--- config.mk ---
export PLATFORM = sky130hd
export DESIGN_NAME = id_ex_stage_flat
export DESIGN_NICKNAME = d
export VERILOG_FILES = /design/src/rtl/cpu_pkg.sv /design/src/rtl/id_ex_stage_if.sv /design/src/rtl/load_use_detect.sv /design/src/rtl/id_ex_stage.sv /design/src/flat_wrapper.sv
export SDC_FILE = /design/constraint.sdc
export NUM_CORES = 1
export LEC_CHECK = 0
export ABC_AREA = 1
export CORE_AREA = 2 2 172 174
export CTS_BUF_LIST = sky130_fd_sc_hd__clkbuf_8 sky130_fd_sc_hd__clkbuf_16
export DETAILED_ROUTE_END_ITERATION = 8
export DIE_AREA = 0 0 174 176
export GPL_TIMING_DRIVEN = 0
export PLACE_DENSITY = 0.53
export SYNTH_ARGS = -nofsm -noshare
export SYNTH_HDL_FRONTEND = slang
export SYNTH_SLANG_ARGS = --single-unit
--- constraint.sdc ---
create_clock -name clk -period 3.11 [get_ports clk]
set_clock_uncertainty 0.05 [all_clocks]
set_input_delay 0.933 -clock clk [delete_from_list [all_inputs] [get_ports clk]]
set_output_delay 0.933 -clock clk [all_outputs]
set_load 0.05 [all_outputs]
--- src/rtl/cpu_pkg.sv ---
// Shared CPU pipeline types and constants.
package cpu_pkg;

    localparam int unsigned DATA_W = 64;
    localparam logic [4:0]  XZR    = 5'd31;

    // Decoded control word, MSB first: RegWrite..ALUOp.
    typedef struct packed {
        logic       RegWrite;
        logic       MemRead;
        logic       MemWrite;
        logic       MemToReg;
        logic       ALUSrc;
        logic [2:0] ALUOp;
    } ctrl_t;

    typedef enum logic {
        RUN    = 1'b0,
        BUBBLE = 1'b1
    } stage_state_e;

endpackage

--- src/rtl/id_ex_stage_if.sv ---
// ID/EX boundary bus: decode-side inputs, flush, stall and registered EX outputs.
interface id_ex_stage_if #(
    parameter int unsigned DATA_W = cpu_pkg::DATA_W
);
    import cpu_pkg::*;

    logic              id_valid;
    logic [4:0]        id_Rn;
    logic [4:0]        id_Rm;
    logic [4:0]        id_Rd;
    logic              id_uses_Rm;
    logic [DATA_W-1:0] id_rdA;
    logic [DATA_W-1:0] id_rdB;
    logic [DATA_W-1:0] id_imm;
    ctrl_t             id_ctrl;
    logic              flush;
    logic              stall;
    logic              ex_valid;
    logic [4:0]        ex_Rn;
    logic [4:0]        ex_Rm;
    logic [4:0]        ex_Rd;
    logic [DATA_W-1:0] ex_rdA;
    logic [DATA_W-1:0] ex_rdB;
    logic [DATA_W-1:0] ex_imm;
    ctrl_t             ex_ctrl;

    modport master (
        output id_valid, id_Rn, id_Rm, id_Rd, id_uses_Rm,
               id_rdA, id_rdB, id_imm, id_ctrl, flush,
        input  stall, ex_valid, ex_Rn, ex_Rm, ex_Rd,
               ex_rdA, ex_rdB, ex_imm, ex_ctrl
    );

    modport slave (
        input  id_valid, id_Rn, id_Rm, id_Rd, id_uses_Rm,
               id_rdA, id_rdB, id_imm, id_ctrl, flush,
        output stall, ex_valid, ex_Rn, ex_Rm, ex_Rd,
               ex_rdA, ex_rdB, ex_imm, ex_ctrl
    );

endinterface

--- src/rtl/load_use_detect.sv ---
// Raw load-use hazard: a valid load in EX writes a register the decode
// instruction reads. XZR is never a hazard source.
module load_use_detect #(
    parameter logic [4:0] XZR = cpu_pkg::XZR
) (
    input  logic       ex_valid_i,
    input  logic       ex_mem_read_i,
    input  logic [4:0] ex_Rd_i,
    input  logic       id_valid_i,
    input  logic [4:0] id_Rn_i,
    input  logic [4:0] id_Rm_i,
    input  logic       id_uses_Rm_i,
    output logic       hazard_o
);

    // Compare decode sources against the load destination in EX.
    always_comb begin
        hazard_o = ex_valid_i && ex_mem_read_i && (ex_Rd_i != XZR) && id_valid_i &&
                   ((id_Rn_i == ex_Rd_i) || (id_uses_Rm_i && (id_Rm_i == ex_Rd_i)));
    end

endmodule

--- src/rtl/id_ex_stage.sv ---
// ID/EX pipeline register with one-cycle load-use stall and flush.
// Optional STALL_CNT_EN adds a saturating stall_count output.
module id_ex_stage
    import cpu_pkg::*;
#(
    parameter int unsigned DATA_W = cpu_pkg::DATA_W,
    parameter logic [4:0]  XZR    = cpu_pkg::XZR
) (
    input  logic         clk,
    input  logic         reset,
    id_ex_stage_if.slave bus
`ifdef STALL_CNT_EN
    ,
    output logic [31:0]  stall_count
`endif
);

    stage_state_e      state_q, state_d;
    logic              hazard;
    logic              stall;
    logic              load_bubble;

    logic              ex_valid_q;
    logic [4:0]        ex_Rn_q, ex_Rm_q, ex_Rd_q;
    logic [DATA_W-1:0] ex_rdA_q, ex_rdB_q, ex_imm_q;
    ctrl_t             ex_ctrl_q;

    load_use_detect #(
        .XZR (XZR)
    ) u_detect (
        .ex_valid_i    (ex_valid_q),
        .ex_mem_read_i (ex_ctrl_q.MemRead),
        .ex_Rd_i       (ex_Rd_q),
        .id_valid_i    (bus.id_valid),
        .id_Rn_i       (bus.id_Rn),
        .id_Rm_i       (bus.id_Rm),
        .id_uses_Rm_i  (bus.id_uses_Rm),
        .hazard_o      (hazard)
    );

    // FSM state register.
    always_ff @(posedge clk) begin
        if (reset) state_q <= RUN;
        else       state_q <= state_d;
    end

    // FSM next state: a stall lasts exactly one cycle.
    always_comb begin
        state_d = state_q;
        case (state_q)
            RUN:     state_d = stall ? BUBBLE : RUN;
            BUBBLE:  state_d = RUN;
            default: state_d = RUN;
        endcase
    end

    // FSM outputs: flush and reset suppress stall; either stall or flush inserts a bubble.
    always_comb begin
        stall       = hazard && (state_q == RUN) && !bus.flush && !reset;
        load_bubble = stall || bus.flush;
    end

    // ID/EX pipeline register; invalid decode slots are captured with control cleared.
    always_ff @(posedge clk) begin
        if (reset || load_bubble) begin
            ex_valid_q <= 1'b0;
            ex_ctrl_q  <= '0;
            ex_Rn_q    <= XZR;
            ex_Rm_q    <= XZR;
            ex_Rd_q    <= XZR;
            ex_rdA_q   <= '0;
            ex_rdB_q   <= '0;
            ex_imm_q   <= '0;
        end else begin
            ex_valid_q <= bus.id_valid;
            ex_ctrl_q  <= bus.id_valid ? bus.id_ctrl : '0;
            ex_Rn_q    <= bus.id_Rn;
            ex_Rm_q    <= bus.id_Rm;
            ex_Rd_q    <= bus.id_Rd;
            ex_rdA_q   <= bus.id_rdA;
            ex_rdB_q   <= bus.id_rdB;
            ex_imm_q   <= bus.id_imm;
        end
    end

    // Drive registered EX contents onto the bus.
    always_comb begin
        bus.stall    = stall;
        bus.ex_valid = ex_valid_q;
        bus.ex_ctrl  = ex_ctrl_q;
        bus.ex_Rn    = ex_Rn_q;
        bus.ex_Rm    = ex_Rm_q;
        bus.ex_Rd    = ex_Rd_q;
        bus.ex_rdA   = ex_rdA_q;
        bus.ex_rdB   = ex_rdB_q;
        bus.ex_imm   = ex_imm_q;
    end

`ifdef STALL_CNT_EN
    logic [31:0] stall_cnt_q, stall_cnt_d;

    // Saturating stall counter next value.
    always_comb begin
        stall_cnt_d = stall_cnt_q;
        if (stall && (stall_cnt_q != '1)) stall_cnt_d = stall_cnt_q + 32'd1;
    end

    // Stall counter register.
    always_ff @(posedge clk) begin
        if (reset) stall_cnt_q <= '0;
        else       stall_cnt_q <= stall_cnt_d;
    end

    assign stall_count = stall_cnt_q;
`endif

endmodule
--- src/flat_wrapper.sv ---
// flat-port wrapper written by rule: the top's interface ports become plain ports
module id_ex_stage_flat import cpu_pkg::*;
#(
    parameter int unsigned DATA_W = cpu_pkg::DATA_W,
    parameter logic [4:0]  XZR    = cpu_pkg::XZR
)
  (clk, reset, bus_id_valid, bus_id_Rn, bus_id_Rm, bus_id_Rd, bus_id_uses_Rm, bus_id_rdA, bus_id_rdB, bus_id_imm, bus_id_ctrl, bus_flush, bus_stall, bus_ex_valid, bus_ex_Rn, bus_ex_Rm, bus_ex_Rd, bus_ex_rdA, bus_ex_rdB, bus_ex_imm, bus_ex_ctrl);
  id_ex_stage_if #(.DATA_W(DATA_W)) bus_i ();
  input  logic clk;
  input  logic reset;
  input wire logic [$bits(bus_i.id_valid)-1:0] bus_id_valid;
  input wire logic [$bits(bus_i.id_Rn)-1:0] bus_id_Rn;
  input wire logic [$bits(bus_i.id_Rm)-1:0] bus_id_Rm;
  input wire logic [$bits(bus_i.id_Rd)-1:0] bus_id_Rd;
  input wire logic [$bits(bus_i.id_uses_Rm)-1:0] bus_id_uses_Rm;
  input wire logic [$bits(bus_i.id_rdA)-1:0] bus_id_rdA;
  input wire logic [$bits(bus_i.id_rdB)-1:0] bus_id_rdB;
  input wire logic [$bits(bus_i.id_imm)-1:0] bus_id_imm;
  input wire logic [$bits(bus_i.id_ctrl)-1:0] bus_id_ctrl;
  input wire logic [$bits(bus_i.flush)-1:0] bus_flush;
  output wire logic [$bits(bus_i.stall)-1:0] bus_stall;
  output wire logic [$bits(bus_i.ex_valid)-1:0] bus_ex_valid;
  output wire logic [$bits(bus_i.ex_Rn)-1:0] bus_ex_Rn;
  output wire logic [$bits(bus_i.ex_Rm)-1:0] bus_ex_Rm;
  output wire logic [$bits(bus_i.ex_Rd)-1:0] bus_ex_Rd;
  output wire logic [$bits(bus_i.ex_rdA)-1:0] bus_ex_rdA;
  output wire logic [$bits(bus_i.ex_rdB)-1:0] bus_ex_rdB;
  output wire logic [$bits(bus_i.ex_imm)-1:0] bus_ex_imm;
  output wire logic [$bits(bus_i.ex_ctrl)-1:0] bus_ex_ctrl;
  assign bus_i.id_valid = bus_id_valid;
  assign bus_i.id_Rn = bus_id_Rn;
  assign bus_i.id_Rm = bus_id_Rm;
  assign bus_i.id_Rd = bus_id_Rd;
  assign bus_i.id_uses_Rm = bus_id_uses_Rm;
  assign bus_i.id_rdA = bus_id_rdA;
  assign bus_i.id_rdB = bus_id_rdB;
  assign bus_i.id_imm = bus_id_imm;
  assign bus_i.id_ctrl = bus_id_ctrl;
  assign bus_i.flush = bus_flush;
  assign bus_stall = bus_i.stall;
  assign bus_ex_valid = bus_i.ex_valid;
  assign bus_ex_Rn = bus_i.ex_Rn;
  assign bus_ex_Rm = bus_i.ex_Rm;
  assign bus_ex_Rd = bus_i.ex_Rd;
  assign bus_ex_rdA = bus_i.ex_rdA;
  assign bus_ex_rdB = bus_i.ex_rdB;
  assign bus_ex_imm = bus_i.ex_imm;
  assign bus_ex_ctrl = bus_i.ex_ctrl;
  id_ex_stage #(.DATA_W(DATA_W), .XZR(XZR)) u_core (.clk(clk), .reset(reset), .bus(bus_i));
endmodule
== Yosys cells after proc, flatten, opt, wreduce, memory -nomap -nowiden ==
Index checks and enable logic that the tools add are counted.
Cells by class
  bitwise operators: 2
  reductions and logical operators: 14
  muxes and demuxes: 2
  equal/unequal tests: 3
Operators by type and width (count)
  equality test 5 bit: 2
  logical AND 1 bit: 8
  != test 5 bit (second input constant): 1
  logical OR 1 bit: 3
  logical NOT 1 bit: 2
  NOT 1 bit: 2
  case mux 1 bit (2 select lines): 1
  OR reduction 2 bit: 1
  2-to-1 mux 1 bit: 1
Storage, ports and cells
  register bits after elaboration: 217
  logic and storage cells: 35

== Logic depth before layout (Yosys ltp) ==
Gate-level depths: netlist of run 1.
  word-level depth: 10
  depth in mapped cells: 11
  depth with buffers taken out: 9

== Cells and area by module ==
Synthesis of run 1 repeated with hierarchy kept, for this count alone.
Second synthesis, totals
  cell total of the unflattened synthesis: 716
  area, all modules: 6490.0 um^2
Modules (own cells, without submodules)
  id_ex_stage: cells an instance 663, instances 1, area an instance 6266.0 um^2
  load_use_detect: cells an instance 53, instances 1, area an instance 224.0 um^2

== Worst setup path after synthesis of run 1 ==
Ideal clock, no wire load.
  kind: input-to-output
  from: input port bus_flush
  to: output port bus_stall
  arrival time: 1.989 ns
  path slack: 0.138 ns
  buffers on the path: 1
  stages on the path: 6
  required time: 2.127 ns
  cells stage by stage: nor2_4 > nand4_1 > nor2_1 > nand2_2 > clkbuf_1 > inv_1
On the way
  word-level cells in the longest chain between the ends: 3
RTL lines
  start: declaration: RTL line flat_wrapper.sv:20  | input wire logic [$bits(bus_i.flush)-1:0] bus_flush;
  logical NOT 1 bit: RTL line id_ex_stage.sv:59  | stall = hazard && (state_q == RUN) && !bus.flush && !reset;
  logical AND 1 bit (2 in series): RTL line id_ex_stage.sv:59
  end: declaration: RTL line flat_wrapper.sv:21  | output wire logic [$bits(bus_i.stall)-1:0] bus_stall;
No other way between the ends.

== Final worst setup path of run 1 ==
  from: input port bus_id_Rn[2]
  to: output port bus_stall
On the way
  word-level cells in the longest chain between the ends: 6
RTL lines
  start: declaration: RTL line flat_wrapper.sv:12  | input wire logic [$bits(bus_i.id_Rn)-1:0] bus_id_Rn;
  equality test 5 bit: RTL line load_use_detect.sv:19  | ((id_Rn_i == ex_Rd_i) || (id_uses_Rm_i && (id_Rm_i == ex_Rd_i)));
  logical OR 1 bit: RTL line load_use_detect.sv:19
  logical AND 1 bit: RTL line load_use_detect.sv:18  | hazard_o = ex_valid_i && ex_mem_read_i && (ex_Rd_i != XZR) && id_valid_i &&
  logical AND 1 bit (3 in series): RTL line id_ex_stage.sv:59
No other way between the ends.

==> impl_metrics.json, run 1 <==
{
  "synthesis.yosys.warnings": 0,
  "maximum_number_of_pins_on_one_net_before_global_route_repair": 19,
  "cellPowerDensity_mw_per_mm2": 592,
  "yosys.cell_types.count": 14,
  "finalWeightedCongestion": 0.776,
  "detailed_place.area_mm2": 0.0112,
  "final_antenna_net_count": 0,
  "cp_slowest_stage_delay_ns": 0.51,
  "mostFrequentLayoutCell": "clkdlybuf4s50_1",
  "drt_drc_violations_left": 0,
  "whs_ns": 0.624,
  "via_count": 5645,
  "synthDominantCellAreaShare_pct": 68.5,
  "period_needed_ns": 3.05,
  "drtIter0Drc": 169,
  "route.detailed.wl_per_inst_um": 13.8,
  "initial_core_utilization_pct": 22.2,
  "crit_path_cell_trace": "clkdlybuf4s50_1 -> xnor2_1 -> nand3_1 -> nand2_2 -> nand2_4 -> inv_1 -> buf_6",
  "synthesized_net_count": 938,
  "drt_pre_antenna_iters": 4,
  "num-nets-final": 1403,
  "r2r_slack_ns": 0.95,
  "placeableCoreArea_mm2": 0.0285,
  "synth_seq_cells": 217,
  "min_path_type": "input port to flop",
  "maxSlewViolCount": 0,
  "clockBufferDepth": 3,
  "most-common-layout-cells": "clkdlybuf4s50_1, inv_1, dfxtp_1",
  "timing_worst_slew_pin_value_ns": 0.615,
  "antenna_violations_before_repair": 1,
  "place.port_buffers": 436,
  "worst-path-buf-inv": 3,
  "clock_tree.htree_level_count": 1,
  "die_outline_width_um": 174,
  "design.portCount": 437,
  "post_route_cells_drive_above_1_share_pct": 6.16,
  "grt_pass1_wl_um": 32400,
  "floorplan.rows": 62,
  "chipHeight_um": 176,
  "numClockSinks": 217,
  "synth_area_mm2": 0.00634,
  "via_count_of_the_first_global_routing_pass": 5848,
  "worst_slew_margin_rel_pct": 58.8,
  "filler_cell_count_in_the_final_layout": 2843,
  "leakage_nw": 5.80,
  "setup_viol": 0,
  "timing_worst_setup_path_type": "input port to output pin",
  "grt_setup_unrepaired": "no",
  "path_clk_slew_ns": 0.06,
  "max-cap-violations": 0,
  "synth.top_cells.by_area": "dfxtp_1, inv_1, nor2_1",
  "grt.total_usage_pct": 13.8,
  "regArea_mm2": 0.00434,
  "multi_input_comb_area_mm2": 0.00105,
  "totalWireLength_um": 21900,
  "timing_hold_violations_final": 0,
  "globalRoute.totalOverflow": 0,
  "clk_latency_ns": 0.52,
  "synth-seq-area-share_pct": 68.5,
  "critPathSlowestCell": "clkdlybuf4s50_1",
  "worst_setup_path_start_kind": "input port",
  "fmax_mhz": 328,
  "synth.largest_area_cell": "dfxtp_1",
  "worstPathMaxFanout": 2,
  "critical_path_sink_type": "output pin",
  "synthesis.instances": 718,
  "design.die.area_mm2": 0.0306,
  "crit_arrival_ns": 2.06,
  "route.detailed.vias_per_inst": 3.56,
  "critPathTopFamily": "buffers and inverters",
  "dpl.hpwl_um": 17300,
  "design_area_mm2": 0.0121,
  "result_of_the_run": "finished clean",
  "layout-area-overhead-vs-synth_pct": 91.3,
  "cts_root_buf": "clkbuf_16",
  "tritoncts.num_buffers": 26,
  "tritoncts": "yes",
  "postSynthAreaPerCell_um2": 8.83,
  "critPathRequiredTime_ns": 2.13,
  "irDropWorstVdd_uv": 365,
  "layout_worst_path_cycle_share_pct": 97.9
}
[logic make-up after synthesis]
| kind of cell | share of synthesized area, % |
|---|---|
| XOR/XNOR | 0.138 |
| flip-flops | 68.5 |
| buffers and inverters | 15.1 |
| AND/OR/NAND/NOR | 16.2 |
[layer usage]
layer | GRT usage, % | vias up | part of all wire, %
li1 | - | 2891 | -
met1 | 13.5 | 2429 | 36
met5 | 0 | - | 0
met2 | 25.9 | 288 | 51
met3 | 6.40 | 37 | 12
met4 | 3.85 | 0 | 2.2
[path summary, 6_finish.rpt]
kind	start	endpoint	cells after the start
max reg2reg	u_core.bus.ex_Rd[0]	u_core.bus.ex_rdB[15]	12
min	bus_id_Rm[4]	u_core.bus.ex_Rm[4]	3
max	bus_id_Rn[2]	bus_stall	7
min reg2reg	u_core.bus.ex_valid	u_core.state_q	5
[registers in the layout, summed over array words and instances (netlist names), 5 cells and up]
name and flops:
u_core.bus.ex_imm 64, u_core.bus.ex_rdB 64, u_core.bus.ex_Rd 5, u_core.bus.ex_ctrl 8
u_core.bus.ex_rdA 64, u_core.bus.ex_Rn 5, u_core.bus.ex_Rm 5
[power breakdown]
group / total, mW / switching, mW / internal [mW]
Clock: 3.18 / 1.18 / 1.99
Combinational: 1.08 / 0.607 / 0.473
Sequential: 2.92 / 0.0306 / 2.89
Total: 7.18 / 1.82 / 5.36
[tightest hold or removal path, stage by stage]
cell and delay (ns):
dlymetal6s2s_1 0.10, inv_1 0.06, nand3_1 0.07
[stage by stage]
stage	worst slack, ns	TNS, ns	std cells	util, %	power [mW]
final	0.0639	0	1586	42.5	7.18
after floorplan	0.138	0	718	-	3.52
after global placement	-1.16	-2.84	1538	39.2	4.07
after global routing	0.00723	0	1585	42.5	7.48
after detailed placement	-1.16	-2.40	1538	39.2	4.08
after CTS	0.00114	0	1585	42.4	7.31
[final cells by class]
class	count	share of cell area, %
Antenna cell	1	0.0206
Timing Repair Buffer	438	36.2
Tap cell	384	3.96
Buffer	23	1.17
Inverter	217	6.72
Clock inverter	15	1.47
Sequential cell	217	35.8
Clock buffer	31	6.03
Multi-Input combinational cell	260	8.63
[cell usage after synthesis]
master	instances
buf_2	11
buf_4	11
clkbuf_1	2
dfxtp_1	217
inv_1	217
nand2_1	28
nand2_2	1
nand3_1	12
nand3b_1	7
nand4_1	1
nor2_1	208
nor2_4	1
nor3_1	1
xnor2_1	1
[timing repair]
item                                    in CTS  in global routing
pin swaps                                    9                  5
endpoints found under the setup margin       1                  1
gates resized for setup                     16                  6
setup buffers                                2                  0
hold buffers                                 0                  0
Note: power is estimated with default switching activity, not from simulation.
==> run 2: changes to the inputs <==
--- a/config.mk
+++ b/config.mk
@@ -6,12 +6,14 @@
 export NUM_CORES = 1
 export LEC_CHECK = 0
 export ABC_AREA = 1
+export CAP_MARGIN = 15
 export CORE_AREA = 2 2 172 174
 export CTS_BUF_LIST = sky130_fd_sc_hd__clkbuf_8 sky130_fd_sc_hd__clkbuf_16
 export DETAILED_ROUTE_END_ITERATION = 8
 export DIE_AREA = 0 0 174 176
 export GPL_TIMING_DRIVEN = 0
 export PLACE_DENSITY = 0.53
+export SLEW_MARGIN = 5
 export SYNTH_ARGS = -nofsm -noshare
 export SYNTH_HDL_FRONTEND = slang
 export SYNTH_SLANG_ARGS = --single-unit
==> results of run 2 <==
The final DEF is identical to that of run 1; final timing and power are the same.
==> run 3: changes to the inputs <==
--- a/config.mk
+++ b/config.mk
@@ -9,6 +9,7 @@
 export CAP_MARGIN = 15
 export CORE_AREA = 2 2 172 174
 export CTS_BUF_LIST = sky130_fd_sc_hd__clkbuf_8 sky130_fd_sc_hd__clkbuf_16
+export CTS_CLUSTER_DIAMETER = 60
 export DETAILED_ROUTE_END_ITERATION = 8
 export DIE_AREA = 0 0 174 176
 export GPL_TIMING_DRIVEN = 0
==> run 3 against run 2 <==
Final area increased by 0.46%; flip-flop and latch count unchanged; critical path type unchanged; wire length decreased by 0.27%.
==> impl_metrics.json, run 3 (synthesis results as in run 1) <==
{
  "numClockSinks": 217,
  "total_negative_slack_for_setup_checks_ns": 0,
  "grt.total_usage_pct": 13.7,
  "maxSlewViolCount": 0,
  "final_antenna_net_count": 0,
  "clock_tree.htree_level_count": 1,
  "switching_power_mw": 1.86,
  "fin_ws_ns": 0.0565,
  "antenna_violations_before_repair": 1,
  "drt_drc_violations_left": 0,
  "tritoncts.num_buffers": 27,
  "globalRoute.totalOverflow": 0,
  "critPathRequiredTime_ns": 2.13,
  "leakage_nw": 5.82,
  "layout-area-overhead-vs-synth_pct": 92.1,
  "timing_hold_violations_final": 0,
  "clockBufferDepth": 3,
  "drt_pre_antenna_iters": 4,
  "clock_network_power_share_pct": 45.4,
  "finalWeightedCongestion": 0.776,
  "mostFrequentLayoutCell": "clkdlybuf4s50_1",
  "layout_worst_path_cycle_share_pct": 98.2,
  "place_ws_ns": -1.16,
  "placeableCoreArea_mm2": 0.0285,
  "via_count_of_the_first_global_routing_pass": 5866,
  "busiest_metal_layer_after_global_routing": "met2",
  "worst_slew_margin_rel_pct": 58.1,
  "dpl.hpwl_um": 17300,
  "design_power_total_mw": 7.32,
  "die_outline_width_um": 174,
  "cellPowerDensity_mw_per_mm2": 601,
  "multi_input_comb_area_mm2": 0.00105,
  "worst_setup_path_start_kind": "input port",
  "timing_worst_setup_path_type": "input port to output pin",
  "path_clk_slew_ns": 0.06,
  "detailed_place.area_mm2": 0.0112,
  "tritoncts": "yes",
  "clk_latency_ns": 0.52,
  "cell_internal_pwr_mw": 5.47,
  "power.share.switching_pct": 25.4,
  "timing_worst_slew_pin_value_ns": 0.627,
  "num-nets-final": 1404,
  "most-common-layout-cells": "clkdlybuf4s50_1, inv_1, dfxtp_1",
  "fmax_mhz": 327,
  "chipHeight_um": 176,
  "grt_setup_unrepaired": "no",
  "grt_util_met1_pct": 13.6,
  "met2_usage_pct": 25.8,
  "p_comb_share_pct": 14.8,
  "irDropWorstVdd_uv": 366,
  "filler_cell_count_in_the_final_layout": 2847,
  "min_path_type": "input port to flop",
  "design.portCount": 437,
  "initial_core_utilization_pct": 22.2,
  "worstPathMaxFanout": 2,
  "critical_path_sink_type": "output pin",
  "floorplan.rows": 62,
  "maximum_number_of_pins_on_one_net_before_global_route_repair": 19,
  "place.port_buffers": 436,
  "setup_viol": 0,
  "totalWireLength_um": 21800,
  "crit_arrival_ns": 2.07,
  "design_area_mm2": 0.0122,
  "cts_root_buf": "clkbuf_16",
  "drtIter0Drc": 160,
  "result_of_the_run": "finished clean",
  "regArea_mm2": 0.00434,
  "via_count": 5645,
  "period_needed_ns": 3.05,
  "global_route.usage.met3_pct": 6.09,
  "ctsHoldBuffers": 0,
  "route.detailed.vias_per_inst": 3.55,
  "max-cap-violations": 0,
  "design.die.area_mm2": 0.0306,
  "power.share.sequential_pct": 39.9,
  "route.detailed.wl_per_inst_um": 13.8,
  "post_route_cells_drive_above_1_share_pct": 6.23,
  "grt_pass1_wl_um": 32400
}
[run 3: cell count changes in the layout (fill, tap and decap cells not counted), sizes merged]
cell / before / now
clkinvlp: 0 / 1
bufinv: 4 / 5
inv: 219 / 221
clkinv: 9 / 7
[run 3: area by class of cell]
| cell class | instances | area share (%) |
|---|---|---|
| Antenna cell | 1 | 0.0205 |
| Timing Repair Buffer | 438 | 36.0 |
| Clock buffer | 31 | 6.00 |
| Multi-Input combinational cell | 260 | 8.59 |
| Clock inverter | 17 | 1.92 |
| Buffer | 23 | 1.16 |
| Sequential cell | 217 | 35.7 |
| Inverter | 217 | 6.69 |
| Tap cell | 384 | 3.94 |
[run 3: power by group through the flow]
stage	Combinational, mW	Clock [mW]	Sequential [mW]
floorplan	0.149	0	3.37
finish	1.08	3.32	2.92
global route	1.15	3.56	2.93
detailed placement	1.09	0	2.98
global placement	1.09	0	2.98
CTS	1.10	3.43	2.92
[run 3: per-layer routing]
layer  vias to the layer above  share of wire [%]
met3                        34                 11
met1                      2424                 36
met4                         0                2.1
met2                       291                 51
met5                         -                  0
li1                       2896                  -
[run 3: final timing paths]
kind	start	end	slack, ns	depth (start not counted)
hold / removal	bus_id_Rm[4]	u_core.bus.ex_Rm[4]	0.63	3
setup / recovery	bus_id_Rn[2]	bus_stall	0.06	7
setup reg to reg	u_core.bus.ex_Rd[0]	u_core.bus.ex_rdB[15]	0.95	12
hold reg to reg	u_core.bus.ex_valid	u_core.state_q	0.81	5
[run 3: metrics by stage]
step                utilization [%]  cells  hold WS [ns]
finish                         42.7   1588         0.629
global route                   42.7   1587         0.621
CTS                            42.6   1587         0.701
detailed placement             39.2   1538         0.735
global placement               39.2   1538         0.733
floorplan                         -    718         0.623
[run 3: worst max-delay path: stages]
cell	delay, ns
clkdlybuf4s50_1	0.51
xnor2_1	0.14
nand3_1	0.11
nand2_2	0.09
nand2_4	0.06
inv_1	0.07
buf_6	0.15
[run 3: timing repair]
item                                    in CTS  in global routing
pin swaps                                    9                  5
gates resized for setup                     16                  6
endpoints found under the setup margin       1                  1
setup buffers                                2                  0
hold endpoints to repair                     0                  0
